==> config.mk <==
export PLATFORM = sky130hd
export DESIGN_NAME = uart_tx_fifo
export DESIGN_NICKNAME = d
export VERILOG_FILES = /design/src/rtl/uart_tx_fifo.sv
export SDC_FILE = /design/constraint.sdc
export NUM_CORES = 1
export LEC_CHECK = 0
export ABC_AREA = 1
export CORE_MARGIN = 5
export CORE_UTILIZATION = 54
export CTS_CLUSTER_DIAMETER = 80
export DETAILED_ROUTE_END_ITERATION = 8
export PLACE_DENSITY_LB_ADDON = 0.1
export SLEW_MARGIN = 20
export SYNTH_ARGS = -nofsm -noshare
export SYNTH_HDL_FRONTEND = slang
export SYNTH_SLANG_ARGS = --single-unit
==> constraint.sdc <==
create_clock -name clk -period 2.3 [get_ports clk]
set_clock_uncertainty 0.05 [all_clocks]
set_input_delay 0.23 -clock clk [delete_from_list [all_inputs] [get_ports clk]]
set_output_delay 0.23 -clock clk [all_outputs]
set_load 0.02 [all_outputs]
==> src/rtl/uart_tx_fifo.sv <==
// Byte FIFO and launch controller feeding a UART transmitter.
// Ports:
//   clk, rst_n      : system clock, async active-low reset
//   wr, w_data      : byte push strobe and data from the core
//   full, empty     : FIFO occupancy flags (combinational from count)
//   count           : stored byte count, 0..2^ADDR_WIDTH
//   overflow        : sticky, set when a push is dropped on full
//   tx_start, din   : one-cycle launch pulse and held byte to transmitter
//   tx_active       : transmitter busy flag
//   tx_done         : transmitter one-cycle completion pulse
`timescale 1ns/1ps

module uart_tx_fifo #(
    parameter int ADDR_WIDTH = 4,
    parameter int DATA_WIDTH = 8
) (
    input  logic                  clk,
    input  logic                  rst_n,
    input  logic                  wr,
    input  logic [DATA_WIDTH-1:0] w_data,
    output logic                  full,
    output logic                  empty,
    output logic [ADDR_WIDTH:0]   count,
    output logic                  overflow,
    output logic                  tx_start,
    output logic [DATA_WIDTH-1:0] din,
    input  logic                  tx_active,
    input  logic                  tx_done
);

    localparam int DEPTH = 1 << ADDR_WIDTH;
    localparam logic [ADDR_WIDTH:0] FULL_CNT = (ADDR_WIDTH + 1)'(DEPTH);

    typedef enum logic [1:0] {
        S_IDLE,
        S_WAIT_ACTIVE,
        S_WAIT_DONE
    } state_t;

    state_t state, state_d;

    logic [DATA_WIDTH-1:0] mem [DEPTH];
    logic [ADDR_WIDTH-1:0] wp;
    logic [ADDR_WIDTH-1:0] rp;
    logic [ADDR_WIDTH:0]   count_q;
    logic                  push;
    logic                  launch;

    assign count = count_q;
    assign full  = (count_q == FULL_CNT);
    assign empty = (count_q == '0);

    // full is evaluated from the registered count, so a push coinciding
    // with a launch pop while full is still dropped.
    assign push = wr && !full;

    // Launch decisions use the registered count, so a byte written into
    // an empty FIFO launches one edge later. Requiring tx_active low in
    // idle also lets a frame in flight across a reset finish undisturbed.
    always_comb begin
        state_d = state;
        launch  = 1'b0;
        unique case (state)
            S_IDLE: begin
                if (!empty && !tx_active) begin
                    launch  = 1'b1;
                    state_d = S_WAIT_ACTIVE;
                end
            end
            S_WAIT_ACTIVE: begin
                if (tx_active) begin
                    state_d = S_WAIT_DONE;
                end
            end
            S_WAIT_DONE: begin
                if (tx_done) begin
                    state_d = S_IDLE;
                end
            end
            default: begin
                state_d = S_IDLE;
            end
        endcase
    end

    always_ff @(posedge clk or negedge rst_n) begin
        if (!rst_n) begin
            state <= S_IDLE;
        end else begin
            state <= state_d;
        end
    end

    // Storage carries no reset; contents are discarded by the pointers.
    always_ff @(posedge clk) begin
        if (push) begin
            mem[wp] <= w_data;
        end
    end

    always_ff @(posedge clk or negedge rst_n) begin
        if (!rst_n) begin
            wp <= '0;
            rp <= '0;
        end else begin
            if (push) begin
                wp <= wp + 1'b1;
            end
            if (launch) begin
                rp <= rp + 1'b1;
            end
        end
    end

    always_ff @(posedge clk or negedge rst_n) begin
        if (!rst_n) begin
            count_q <= '0;
        end else begin
            unique case ({push, launch})
                2'b10:   count_q <= count_q + 1'b1;
                2'b01:   count_q <= count_q - 1'b1;
                default: count_q <= count_q;
            endcase
        end
    end

    always_ff @(posedge clk or negedge rst_n) begin
        if (!rst_n) begin
            overflow <= 1'b0;
        end else if (wr && full) begin
            overflow <= 1'b1;
        end
    end

    // din holds the last launched byte until the next launch.
    always_ff @(posedge clk or negedge rst_n) begin
        if (!rst_n) begin
            tx_start <= 1'b0;
            din      <= '0;
        end else begin
            tx_start <= launch;
            if (launch) begin
                din <= mem[rp];
            end
        end
    end

endmodule

==> out/metrics.yaml <==
post_cts_buffers: 0
powerDensity_nw_per_um2: 1250
dr_total_vias: 4577
synth_area_um2: 6780
die_y_um: 122
n_fill_cell: 1023
fmax_mhz: 479
drive_gt1_share_pct: 9.00
final_util_pct: 63.8
postRouteAntennaNets: 0
final_cells: 905
viasPerCell: 5.06
synth_fp_nets: 692
overflow: 0
area.growth.synth_to_final_pct: 17.2
multiInputGateArea_um2: 1700
grt_use_total_pct: 21.5
post_cts_resized: 0
yosys_warnings: 0
crit_path_start_kind: "flip-flop"
antennaDiodeCount: 0
avgSynthCellArea_um2: 10.1
period_share_pct: 90.8
synth_seq_cells: 153
ff2ff_path_depth: 12
final_nets: 744
ir_drop_v: 0.000706
cts-buffers-inserted: 17
drc_errors: 0
finalHoldViolations: 0
die_area_um2: 14900
synth.distinct_cells: 25
yosysSeqAreaShare_pct: 65.9
crit_path_end_kind: "flip-flop"
drv_slew: 0
routed_wl_um: 14700
dp_hpwl_um: 9570
row_count: 41
preCtsSetupSlack_ns: 0.0766
antenna_found_initial: 0
r2r_slack_ns: 0.21
finalSetupViolCount: 0
clkSinkCount: 153
synthCells: 669
cts-root-buf: "clkbuf_16"
path_clk_slew_ns: 0.06
design.core.area_um2: 12500
arrival_ns: 2.40
setup_ws_ns: 0.211
tritoncts: "done"
port_buffers: 29
totalNegativeSetupSlack_ns: 0
place.gp.congestion: 0.990
status: "complete, no violations"
wl_per_cell_um: 16.2
cts_max_path_buffers: 2
required_ns: 2.61
worst-slew-pin-transition_ns: 0.760
grt_first_pass_wirelength_um: 23600
boundaryPins: 30
drt_iter0_markers: 437
postCtsHoldBufs: 0
htreeDepth: 4
maxCapViolCount: 0
leakage_nw: 3.52
rsz0062_at_grt: "no"
clk_latency_ns: 0.42
grt_pass1_vias: 4412
die_w_um: 122
placed_cells: 874
min_path_type: "input pin to asynchronous set/reset pin"
dr.pass1.iters: 5
grt_max_degree: 50
start_util_pct: 54.4
period_needed_ns: 2.09
seq_area_um2: 4470
cp_max_fo: 5
maxSlewHeadroom_pct: 49.2
path_class: "flip-flop to flip-flop"
per-layer routing:
metal  vias up  wire length [um]  share of wire (%)  global-route usage (%)
met5         -                 0                  0                       0
met4         0               348                2.4                    8.26
met3        27               971                6.6                    5.85
met2       146              6810                 46                    33.5
met1      2154              6580                 45                    28.9
li1       2250                 -                  -                       -
area by class of cell:
cell class              count  area share [%]
multi-input cells         369            21.4
flip-flops and latches    153            56.3
clock buffers              17            5.35
well taps                 172            2.71
repair buffers             61            6.99
clock inverters            14            1.67
inverters                 119            5.62
registers in the layout (all words and copies together) (netlist names):
register	flops
overflow	1
count	5
tx_start	1
mem	128
wp	4
state	2
din	8
rp	4
worst max-delay path, cell delays in order, from the launching register on:
cell,delay (ns)
dfrtp_2,0.40
nor2_1,0.14
nand4_1,0.12
nand3_1,0.11
inv_1,0.06
ha_2,0.22
fa_2,0.36
a21oi_1,0.14
nor2_1,0.05
nor2_1,0.10
xor2_1,0.15
nand2_1,0.06
nand2_1,0.05
path summary, 6_finish.rpt:
kind / startpoint / end
max: count[1]$_DFFE_PN0P_ / count[4]$_DFFE_PN0P_
min: rst_n / din[2]$_DFFE_PN0P_
max reg2reg: count[1]$_DFFE_PN0P_ / count[4]$_DFFE_PN0P_
min reg2reg: overflow$_DFFE_PN0P_ / overflow$_DFFE_PN0P_
max in group asynchronous: rst_n / count[1]$_DFFE_PN0P_
min in group clk: tx_done / state[1]$_DFFE_PN0P_
report_power, final:
part	total, mW	leakage [nW]	internal [mW]	switching (mW)
clock	2.62	0.259	1.57	1.05
combinational	3.59	1.80	1.26	2.33
sequential	3.73	1.46	3.45	0.277
total	9.94	3.52	6.28	3.66
Yosys cell counts:
library cell / number / area (um2)
nand2_1: 212 / 796
edfxtp_1: 128 / 3840
inv_1: 117 / 439
nand3_1: 101 / 505
dfrtp_1: 25 / 626
buf_2: 17 / 85.1
nor3_1: 12 / 60.1
nor2_1: 11 / 41.3
buf_4: 9 / 67.6
ha_1: 9 / 113
xor2_1: 7 / 61.3
o21ai_0: 5 / 25.0
a21oi_1: 2 / 10.0
nand4_1: 2 / 12.5
xnor2_1: 2 / 17.5
a21boi_0: 1 / 7.51
a21o_1: 1 / 7.51
a31oi_1: 1 / 6.26
buf_1: 1 / 3.75
buf_6: 1 / 11.3
clkinv_1: 1 / 3.75
fa_1: 1 / 20.0
inv_2: 1 / 3.75
nand2_2: 1 / 6.26
o31ai_1: 1 / 7.51
cells by family after synthesis:
| logic type | synth area share [%] |
|---|---|
| fa+ha+maj | 1.96 |
| xor+xnor | 1.16 |
| buf+inv | 9.06 |
| simple gates | 21.0 |
| compound gates | 0.941 |
| flops | 65.9 |
through the flow:
| step | hold WS (ns) | power [mW] | area, um2 |
|---|---|---|---|
| after floorplan | -0.116 | 6.13 | 6780 |
| after global placement | 0.387 | 7.28 | 7390 |
| after detailed placement | 0.398 | 7.36 | 7390 |
| after CTS | 0.134 | 9.99 | 7950 |
| after global routing | 0.159 | 10.6 | 7950 |
| final | 0.133 | 9.94 | 7950 |
cells in the final DEF, fill, tap and decap left out, types with 7 or more instances in the layout:
cell type / n
buf_4: 30
clkbuf_16: 17
clkdlybuf4s50_1: 29
dfrtp_1: 23
edfxtp_1: 128
ha_1: 8
inv_1: 117
nand2_1: 212
nand3_1: 101
nor2_1: 11
nor3_1: 12
xor2_1: 7
(Power assumes the default switching activity.)
